**config.mk**
```make
export PLATFORM = sky130hd
export DESIGN_NAME = alu_issue_decoder
export DESIGN_NICKNAME = d
export VERILOG_FILES = /design/src/rtl/alu_issue_decoder.sv
export SDC_FILE = /design/constraint.sdc
export NUM_CORES = 1
export LEC_CHECK = 0
export BUFFER_PORTS_ARGS = -buffer_cell sky130_fd_sc_hd__buf_2
export CORE_MARGIN = 5
export CORE_UTILIZATION = 48
export DETAILED_ROUTE_END_ITERATION = 8
export PLACE_DENSITY = 0.86
export SLEW_MARGIN = 5
export SYNTH_ARGS = -nofsm -noshare
export SYNTH_HDL_FRONTEND = slang
export SYNTH_SLANG_ARGS = --single-unit
```
**constraint.sdc**
```tcl
create_clock -name clk -period 3.02 [get_ports clk]
set_input_delay 0.906 -clock clk [delete_from_list [all_inputs] [get_ports clk]]
set_output_delay 0.906 -clock clk [all_outputs]
set_load 0.01 [all_outputs]
```
**src/rtl/alu_issue_decoder.sv**
```systemverilog
// RV32I integer-ALU issue decoder: decodes OP/OP-IMM/LUI/AUIPC into ALU control and operands, one-stage issue buffer.
// Define ALU_ISSUE_SKID_EN to add a one-entry skid register so in_ready becomes a registered signal.
module alu_issue_decoder #(
  parameter int SIZE       = 32,
  parameter int XLEN_SHAMT = 5
) (
  input  logic            clk,
  input  logic            reset_n,
  input  logic            flush,
  input  logic            in_valid,
  output logic            in_ready,
  input  logic [31:0]     in_instr,
  input  logic [SIZE-1:0] in_pc,
  input  logic [SIZE-1:0] in_rs1_data,
  input  logic [SIZE-1:0] in_rs2_data,
  output logic            out_valid,
  input  logic            out_ready,
  output logic [SIZE-1:0] out_operand_1,
  output logic [SIZE-1:0] out_operand_2,
  output logic [4:0]      out_ALU_control,
  output logic [4:0]      out_rd,
  output logic            out_wen,
  output logic            out_illegal,
  output logic [SIZE-1:0] out_pc
);

  localparam logic [6:0] OPC_OP    = 7'b0110011;
  localparam logic [6:0] OPC_OPIMM = 7'b0010011;
  localparam logic [6:0] OPC_LUI   = 7'b0110111;
  localparam logic [6:0] OPC_AUIPC = 7'b0010111;

  typedef struct packed {
    logic [SIZE-1:0] op1;
    logic [SIZE-1:0] op2;
    logic [4:0]      ctrl;
    logic [4:0]      rd;
    logic            wen;
    logic            illegal;
    logic [SIZE-1:0] pc;
  } issue_t;

  issue_t          dec;
  issue_t          main_q;
  logic            out_valid_q;

  logic [6:0]      opcode;
  logic [2:0]      funct3;
  logic [6:0]      funct7;
  logic            is_shift;
  logic            legal;
  logic            alt;
  logic [SIZE-1:0] imm_i;
  logic [SIZE-1:0] imm_u;
  logic [SIZE-1:0] shamt_r;
  logic [SIZE-1:0] shamt_i;
  logic [SIZE-1:0] op1;
  logic [SIZE-1:0] op2;

  assign opcode   = in_instr[6:0];
  assign funct3   = in_instr[14:12];
  assign funct7   = in_instr[31:25];
  assign is_shift = (funct3 == 3'b001) || (funct3 == 3'b101);
  assign imm_i    = SIZE'($signed(in_instr[31:20]));
  assign imm_u    = SIZE'($signed({in_instr[31:12], 12'b0}));
  assign shamt_r  = {{(SIZE-XLEN_SHAMT){1'b0}}, in_rs2_data[XLEN_SHAMT-1:0]};
  assign shamt_i  = {{(SIZE-XLEN_SHAMT){1'b0}}, in_instr[20 +: XLEN_SHAMT]};

  // Undecodable ops still flow through the buffer, with zeroed operands and no write-back.
  always_comb begin
    legal = 1'b0;
    alt   = 1'b0;
    op1   = '0;
    op2   = '0;
    case (opcode)
      OPC_OP: begin
        legal = (funct7 == 7'b0000000) ||
                ((funct7 == 7'b0100000) && ((funct3 == 3'b000) || (funct3 == 3'b101)));
        alt   = in_instr[30];
        op1   = in_rs1_data;
        op2   = is_shift ? shamt_r : in_rs2_data;
      end
      OPC_OPIMM: begin
        case (funct3)
          3'b001:  legal = (funct7 == 7'b0000000);
          3'b101:  legal = (funct7 == 7'b0000000) || (funct7 == 7'b0100000);
          default: legal = 1'b1;
        endcase
        alt = (funct3 == 3'b101) && in_instr[30];
        op1 = in_rs1_data;
        op2 = is_shift ? shamt_i : imm_i;
      end
      OPC_LUI: begin
        legal = 1'b1;
        op2   = imm_u;
      end
      OPC_AUIPC: begin
        legal = 1'b1;
        op1   = in_pc;
        op2   = imm_u;
      end
      default: legal = 1'b0;
    endcase

    dec         = '0;
    dec.rd      = in_instr[11:7];
    dec.pc      = in_pc;
    dec.illegal = !legal;
    if (legal) begin
      dec.op1 = op1;
      dec.op2 = op2;
      dec.wen = (in_instr[11:7] != 5'd0);
      if ((opcode == OPC_OP) || (opcode == OPC_OPIMM)) begin
        dec.ctrl = {funct3, alt, 1'b0};
      end
    end
  end

`ifdef ALU_ISSUE_SKID_EN
  issue_t skid_q;
  logic   skid_full_q;

  assign in_ready = !skid_full_q;

  // The skid entry is always older than any new op, so it refills the main buffer first.
  always_ff @(posedge clk) begin
    if (!reset_n) begin
      main_q      <= '0;
      skid_q      <= '0;
      out_valid_q <= 1'b0;
      skid_full_q <= 1'b0;
    end else if (flush) begin
      out_valid_q <= 1'b0;
      skid_full_q <= 1'b0;
    end else if (!out_valid_q || out_ready) begin
      if (skid_full_q) begin
        main_q      <= skid_q;
        out_valid_q <= 1'b1;
        skid_full_q <= 1'b0;
      end else if (in_valid) begin
        main_q      <= dec;
        out_valid_q <= 1'b1;
      end else begin
        out_valid_q <= 1'b0;
      end
    end else if (in_valid && !skid_full_q) begin
      skid_q      <= dec;
      skid_full_q <= 1'b1;
    end
  end
`else
  assign in_ready = !out_valid_q || out_ready;

  always_ff @(posedge clk) begin
    if (!reset_n) begin
      main_q      <= '0;
      out_valid_q <= 1'b0;
    end else if (flush) begin
      out_valid_q <= 1'b0;
    end else if (in_valid && in_ready) begin
      main_q      <= dec;
      out_valid_q <= 1'b1;
    end else if (out_ready) begin
      out_valid_q <= 1'b0;
    end
  end
`endif

  assign out_valid       = out_valid_q;
  assign out_operand_1   = main_q.op1;
  assign out_operand_2   = main_q.op2;
  assign out_ALU_control = main_q.ctrl;
  assign out_rd          = main_q.rd;
  assign out_wen         = main_q.wen;
  assign out_illegal     = main_q.illegal;
  assign out_pc          = main_q.pc;

endmodule

```
; After elaboration in Yosys (flattened, before gate mapping)
; Cells that the tools add are included.
[op_classes]
add_sub_neg = 0
multipliers = 0
n_div = 0
order_cmp = 0
eq_ne = 7
shifts = 0
mux = 12
bitwise = 2
n_reduce_logical = 19
[op_table]
columns = cell, n
row1 = one-hot mux 32 bit (3 select lines), 1
row2 = two-way mux 69 bit, 1
row3 = two-way mux 32 bit, 2
row4 = one-hot mux 32 bit (2 select lines), 1
row5 = equality test 7 x 6 -> 1 bit (second input constant), 3
row6 = equality test 7 x 5 -> 1 bit (second input constant), 2
row7 = zero test 7 bit, 1
row8 = logical OR 1 bit, 6
row9 = OR reduction 2 bit, 3
row10 = two-way mux 5 bit, 1
row11 = nonzero test 5 bit, 1
row12 = one-hot mux 1 bit (2 select lines), 2
row13 = equality test 3 x 1 -> 1 bit (second input constant), 1
row14 = equality test 3 bit (second input constant), 1
row15 = logical AND 1 bit, 3
row16 = zero test 3 bit, 1
row17 = two-way mux 1 bit, 3
row18 = one-hot mux 1 bit (3 select lines), 1
row19 = zero test 1 bit, 2
row20 = NOT 1 bit, 2
row21 = AND reduction 2 bit, 1
row22 = nonzero test 2 bit, 1
[word_totals]
reg_bits = 109
latch_bits = 0
ramBits = 0
mem_bits_ro = 0
inputBits = 133
out_inout_bits = 110
word_cells = 48
memories = 0

; Depth between registers and ports, before layout
; Gate-level depths: netlist of the first run.
[logic_depth]
ltp_word = 6
depth_mapped = 7
mapped_depth_nobuf = 5

; Least setup slack after synthesis of the first run
; Ideal clock, no wire load.
[synth_timing]
kind = input-to-reg
startpoint = input port out_ready
endpoint = register main_q, in the netlist out_operand_1[28]
setup_time_ps = 74
t_arrival_ps = 2002
t_required_ps = 2946
setup_slack_ps = 943
stages = 6
n_path_buf = 2
cell_sequence = nand2b_2 nor3b_1 buf_4 buf_2 nand3_1 a31oi_2
[synth_between]
elab_chain_cells = 3
[synth_lines]
columns = item, line_no
row1 = from (decl), 17  ; input logic out_ready,
row2 = logical OR 1 bit, 151  ; assign in_ready = !out_valid_q || out_ready;
row3 = logical AND 1 bit, 159  ; end else if (in_valid && in_ready) begin
row4 = AND reduction 2 bit (no line), --
row5 = to (signal assigned), 155  ; main_q <= '0;
row6 = to (signal assigned), 160  ; main_q <= dec;
row7 = to (decl), 43  ; issue_t main_q;
; Every way passes these cells.
; A chain may end at the register's enable or synchronous reset.

; Final worst setup path of the first run
[layout_timing]
startpoint = input port out_ready
endpoint = output port in_ready
[layout_between]
elab_chain_cells = 1
[layout_lines]
columns = item, line_no
row1 = logical OR 1 bit, 151
row2 = to (decl), 11  ; output logic in_ready,
; Every way passes these cells.

==> out/metrics.cfg, run 1 <==
[setup_path]
worstRegToRegCells=5
timing.rr.end=out_operand_1[31]$_SDFFE_PN0P_
path_class=in -> out
cp-startpoint=out_ready
startpoint_type=input port
arrival_ns=1.37
rrSetupSlack_ns=1.38
worst-endpoint-required_ns=2.11
r2r_start=out_valid$_SDFFE_PP0P_
cp_max_fo=4
crit_path_end_kind=primary output

[timing]
slew_viol_final=0
worst_pin_slew_ns=0.7434
fmax_mhz=439.4
max_slew_margin_pct=50.28
postLayoutSetupSlackWorst_ns=0.7444
setup_viol=0
setup_tns_ns=0
clock_skew_ns=0.01096
period_needed_ns=2.276
rsz0062_at_grt=no
hold_viol=0
period_share_pct=75.35

[synthesis]
yosysUniqueCellTypes=46
yosysWarnings=0
synth_edf_count=0
ys_seq_elements=108
netlist.area_leader.share_pct=48.13
ys.flop_type=dfxtp_1
synth_most_common_cell=nand2_1
syn_area_per_cell_um2=8.459
synth_top_area_cell=dfxtp_1
syn_area_mm2=0.004492
async_flop_share_pct=0
synth_nets=664
synthCells=531
yosysSeqAreaShare_pct=48.13
synth.area.top_cells=dfxtp_1, nand2_1, a21oi_1
synth_common_cells=nand2_1, dfxtp_1, a21oi_1

[die]
std_cell_rows=35
die_area_mm2=0.01139
ios=243
die_w_um=106.7
core_mm2=0.009196
start_util_pct=48.84
die_h_um=106.7

[hold_path]
hold_class=reg -> reg
min_delay_path_depth=2
worstHoldStart=out_rd[4]$_SDFFE_PN0P_
min_to=out_rd[4]$_SDFFE_PN0P_

[detailed_routing]
drt_iter0_drc=207
via_count=4874
first_pass_iters=5
drtAntennaViolNets=0
wire_per_inst_um=16.98
drc=0
wl_um=14860
via_per_inst=5.570

[cts]
ctsResizeCount=0
cts.path.max_buffers=2
cts_root_buf=clkbuf_8
h-tree-depth=3
cts_sinks=108
cts_buffers=9
clk_pin_slew_worst_paths_ns=0.09
postCtsSetupRepairBufs=0
cts_tree=built
ctsHoldBuffers=0
worstSkewPairLatency_ns=0.36

[grt]
grt_antenna_before_repair=0
grt_pass1_vias=4734
grt_pass1_wl_um=23070
grt-ovfl-total=0
grt_max_degree=42
grtUsageTotal_pct=24.91

[finish]
fin_nets=892
drive_above_1_share_pct=38.48
n_antenna_cell=0
syn_to_final_growth_pct=32.59
fin_util_pct=64.76
fillerInstances=809

[place]
gp_congestion=0.8863
io_buffers=241
dp.final_hpwl_um=11280
pre_cts_ws_ns=0.5601

[power]
p_leak_uw=0.002704
ir_drop_mv=0.3142
power.density_mw_per_mm2=472.5

[run]
max_cap_viol_count=0

[status]
outcome=finished clean

## stage by stage
step | total power, µW | cells | instance area, µm² | hold slack, ns
final | 2814 | 875 | 5956 | 0.4549
after global routing | 2927 | 875 | 5956 | 0.4733
after CTS | 2824 | 875 | 5956 | 0.4565
after detailed placement | 1833 | 859 | 5723 | 0.4424
after global placement | 1823 | 859 | 5723 | 0.4326
after floorplan | 1668 | 531 | 4492 | 0.4735
## cell usage in the layout (no fill, tap or decap), types with 14 or more instances in the layout
master,count
nand3_1,17
dfxtp_1,108
buf_4,14
a21oi_1,55
a221oi_1,17
buf_2,241
nand2_1,163
o21ai_0,24
a31oi_1,15
a22oi_1,18
## sequential cells by signal, summed over array words and instances (netlist names)
| signal | count |
|---|---|
| out_rd | 5 |
| out_pc | 32 |
| out_operand_1 | 32 |
| out_valid | 1 |
| out_operand_2 | 32 |
| out_ALU_control | 4 |
| out_illegal | 1 |
| out_wen | 1 |
## critical path, cell delays in order
cell	delay, ns
buf_2	0.09
nand2b_2	0.21
buf_2	0.16
## area by class of cell
cell class                      count  area (µm²)  area share (%)
Clock buffer                       10       137.6           2.311
Clock inverter                      6       95.09           1.597
Inverter                            4       15.01          0.2521
Multi-Input combinational cell    381        2096           35.19
Sequential cell                   108        2162           36.30
Tap cell                          111       138.9           2.332
Timing Repair Buffer              255        1311           22.02
## routing by layer
metal	part of all wire (%)	wire, µm	track usage (%)	vias to the layer above
li1	-	-	-	2305
met2	50	7383	41.10	210
met3	6.8	1016	5.117	53
met4	3.9	573	11.69	0
met1	40	5886	31.17	2306
met5	0	0	0	-
## logic make-up after synthesis
logic type	Yosys count	synth area share, %
buffers and inverters	42	5.320
flip-flops	108	48.13
other	1	0.08349
AO/OA/AOI/OAI	155	22.03
AND/OR/NAND/NOR	214	21.98
multiplexers	11	2.451
## power by group
group	switching [µW]	internal [µW]
Clock	511	499
Sequential	13.4	1450
Combinational	199	142
Total	724	2090
## worst max path at each step
stage,slack (ns),end
finish,0.74,in_ready
global route,0.71,in_ready
CTS,0.74,in_ready
detailed placement,0.56,out_operand_1[15]$_SDFFE_PN0P_
global placement,0.63,out_operand_1[1]$_SDFFE_PN0P_
floorplan,0.94,out_operand_1[28]$_SDFFE_PN0P_
Note: power is estimated with default switching activity, not from simulation.
==> run 2: changes to the inputs <==
- ABC_AREA: default -> 1
- CORE_UTILIZATION: 48 -> 47
- PLACE_DENSITY: 0.86 -> 0.82
- clock period: 3.02 -> 2.4 ns (I/O delays scaled with it)
==> out/metrics.cfg, run 2 <==
[status]
outcome=finished clean  ; unchanged

[setup_path]
cp_max_fo=3  ; was 4
critPathMaxStageDelay_ns=0.15  ; was 0.21 ns
crit_path_end_kind=primary output  ; unchanged
cp-startpoint=out_ready  ; unchanged
path_cells=buf_2 -> inv_2 -> nand2_2 -> buf_2  ; was buf_2 -> nand2b_2 -> buf_2
worstRegToRegCells=7  ; was 5
worst-endpoint-required_ns=1.68  ; was 2.11 ns
rrSetupSlack_ns=0.87  ; was 1.38 ns
path_class=in -> out  ; unchanged
startpoint_type=input port  ; unchanged
arrival_ns=1.07  ; was 1.37 ns
r2r_start=out_valid$_SDFFE_PP0P_  ; unchanged
slowest_stage=buf_2  ; was nand2b_2
timing.rr.end=out_operand_1[8]$_SDFFE_PN0P_  ; was out_operand_1[31]$_SDFFE_PN0P_
worst_path_most_repeated_cell=buf_2  ; unchanged

[timing]
slew_viol_final=0  ; unchanged
setup_viol=0  ; unchanged
period_needed_ns=1.790
hold_viol=0  ; unchanged
clock_skew_ns=0.01251  ; was 0.01096 ns
rsz0062_at_grt=no  ; unchanged
worst_pin_slew_ns=0.5130  ; was 0.7434 ns
setup_tns_ns=0  ; unchanged
fmax_mhz=558.8
period_share_pct=74.57
max_slew_margin_pct=65.76  ; was 50.28%

[place]
gp_congestion=0.8951  ; was 0.8863
dpl_cell_area_mm2=0.006454  ; was 0.005723 mm²
dp.final_hpwl_um=11640  ; was 11280 µm
io_buffers=241  ; unchanged
dpl.cell_count=1045  ; was 859

[synthesis]
synth_top_family_by_area=simple AND/OR/NAND/NOR gates  ; was compound AO/OA/AOI/OAI gates
synthMuxAreaShare_pct=0  ; was 2.451%
syn_area_per_cell_um2=7.385  ; was 8.459 µm²
yosysUniqueCellTypes=29  ; was 46
yosys.area_share.adder_pct=0  ; unchanged
ys.flop_type=dfxtp_1  ; unchanged
netlist.area_leader.share_pct=42.06  ; was 48.13%
async_flop_share_pct=0  ; unchanged
synthCells=696  ; was 531
yosysWarnings=0  ; unchanged
synth_edf_count=0  ; unchanged
synth_compound_area_share_pct=8.423  ; was 22.03%
ys_seq_elements=108  ; unchanged
synth_most_common_cell=nand2_1  ; unchanged
yosysSeqAreaShare_pct=42.06  ; was 48.13%
synth_xor_area_share_pct=0  ; unchanged
synth_nets=829  ; was 664
synth_top_area_cell=dfxtp_1  ; unchanged
synth-simple-area-share_pct=42.33  ; was 21.98%
syn_area_mm2=0.005140  ; was 0.004492 mm²
synth_common_cells=nand2_1, dfxtp_1, nor2_1  ; was nand2_1, dfxtp_1, a21oi_1
synth.area.top_cells=dfxtp_1, nand2_1, nand3_1  ; was dfxtp_1, nand2_1, a21oi_1

[detailed_routing]
via_count=5465  ; was 4874
drtAntennaViolNets=0  ; unchanged
drt_iter0_drc=488  ; was 207
via_per_inst=5.151  ; was 5.570
drc=0  ; unchanged
first_pass_iters=5  ; unchanged
wl_um=15660  ; was 14860 µm
wire_per_inst_um=14.76  ; was 16.98 µm

[grt]
grt_antenna_before_repair=0  ; unchanged
grt-ovfl-total=0  ; unchanged
grt_pass1_wl_um=24340  ; was 23070 µm
grt_pass1_vias=5029  ; was 4734
grtUsageTotal_pct=22.76  ; was 24.91%
grt_max_degree=68  ; was 42

[cts]
h-tree-depth=3  ; unchanged
clk_pin_slew_worst_paths_ns=0.10  ; was 0.09 ns
cts_buffers=9  ; unchanged
ctsHoldBuffers=0  ; unchanged
cts_root_buf=clkbuf_8  ; unchanged
cts_tree=built  ; unchanged
ctsResizeCount=0  ; unchanged
worstSkewPairLatency_ns=0.36  ; about the same
cts_sinks=108  ; unchanged
cts.path.max_buffers=2  ; unchanged
postCtsSetupRepairBufs=0  ; unchanged

[finish]
layout_commonest_cell=buf_2  ; unchanged
drive_above_1_share_pct=38.44  ; was 38.48%
syn_to_final_growth_pct=29.72  ; was 32.59%
fillerInstances=1008  ; was 809
seq_area_mm2=0.002162  ; unchanged
final_area_mm2=0.006668  ; was 0.005956 mm²
final_cells=1061  ; was 875
multiInputGateArea_mm2=0.002618  ; was 0.002096 mm²
fin_nets=1049  ; was 892
n_antenna_cell=0  ; unchanged
mostFrequentLayoutCells=buf_2, nand2_1, dfxtp_1  ; unchanged
fin_util_pct=61.78  ; was 64.76%

[power]
p_leak_uw=0.003124  ; was 0.002704 µW
ir_drop_mv=0.3793  ; was 0.3142 mV
power.density_mw_per_mm2=549.3  ; was 472.5 mW/mm²
p_total_uw=3662  ; was 2814 µW

[die]
start_util_pct=47.62  ; was 48.84%
die_w_um=114.6  ; was 106.7 µm
std_cell_rows=38  ; was 35
die_h_um=114.6  ; was 106.7 µm
core_mm2=0.01079  ; was 0.009196 mm²
die_area_mm2=0.01313  ; was 0.01139 mm²
ios=243  ; unchanged

[hold_path]
min_delay_path_depth=2  ; unchanged
min_to=out_illegal$_SDFFE_PN0P_  ; was out_rd[4]$_SDFFE_PN0P_
hold_class=reg -> reg  ; unchanged
worstHoldStart=out_illegal$_SDFFE_PN0P_  ; was out_rd[4]$_SDFFE_PN0P_

[run]
max_cap_viol_count=0  ; unchanged

==> run 2: cell types whose count changed in the layout (fill, tap and decap cells not counted), sizes merged, moves of 18 or more <==
cell / before / now
nand4: 0 / 26
a22oi: 19 / 0
nand3: 18 / 84
inv: 6 / 26
a21oi: 57 / 39
or2: 1 / 20
nor2: 11 / 137
==> run 2: area by class of cell <==
class	count	area share, %
Timing Repair Buffer	259	21.24
Multi-Input combinational cell	516	39.26
Clock buffer	10	2.064
Inverter	22	1.239
Sequential cell	108	32.43
Tap cell	140	2.627
Clock inverter	6	1.145
==> run 2: how the worst max path moves through the flow <==
| stage | end | slack (ns) | cells past startpoint |
|---|---|---|---|
| 5_1_grt | out_wen$_SDFFE_PN0P_ | 0.57 | 9 |
| 2_1_floorplan | out_operand_1[20]$_SDFFE_PN0P_ | 0.58 | 10 |
| 4_1_cts | in_ready | 0.61 | 4 |
| 3_5_place_dp | out_operand_1[8]$_SDFFE_PN0P_ | 0.31 | 8 |
| 3_3_place_gp | out_wen$_SDFFE_PN0P_ | 0.36 | 9 |
| 6_report | in_ready | 0.61 | 4 |
==> run 2: report_power, final <==
part	internal (µW)	total [µW]	switching, µW	leakage (µW)
Combinational	238	589	351	0.00213
Sequential	1860	1890	31.4	0.000880
Clock	533	1180	650	0.000110
Total	2630	3660	1030	0.00312
==> run 2: layer usage <==
metal / share of wire, % / GRT usage (%) / vias to the layer above
met1: 41 / 29.08 / 2479
met5: 0 / 0 / -
li1: - / - / 2710
met4: 2.3 / 7.601 / 0
met3: 9.3 / 5.127 / 28
met2: 48 / 37.87 / 248
==> run 2: worst max-delay path, delay by kind of cell <==
kind | cells | cell delay, ns
buf+inv | 3 | 0.29
simple gates | 1 | 0.06
==> run 2: metrics by stage <==
| stage | setup WS (ns) | hold slack, ns |
|---|---|---|
| floorplan | 0.5788 | 0.4900 |
| global placement | 0.3614 | 0.4509 |
| detailed placement | 0.3077 | 0.4584 |
| CTS | 0.6072 | 0.4766 |
| global route | 0.5672 | 0.4945 |
| finish | 0.6104 | 0.4731 |
==> run 2: logic make-up after synthesis <==
logic type,Yosys count
flops,108
simple gates,430
other cells,1
buf+inv,72
compound gates,85
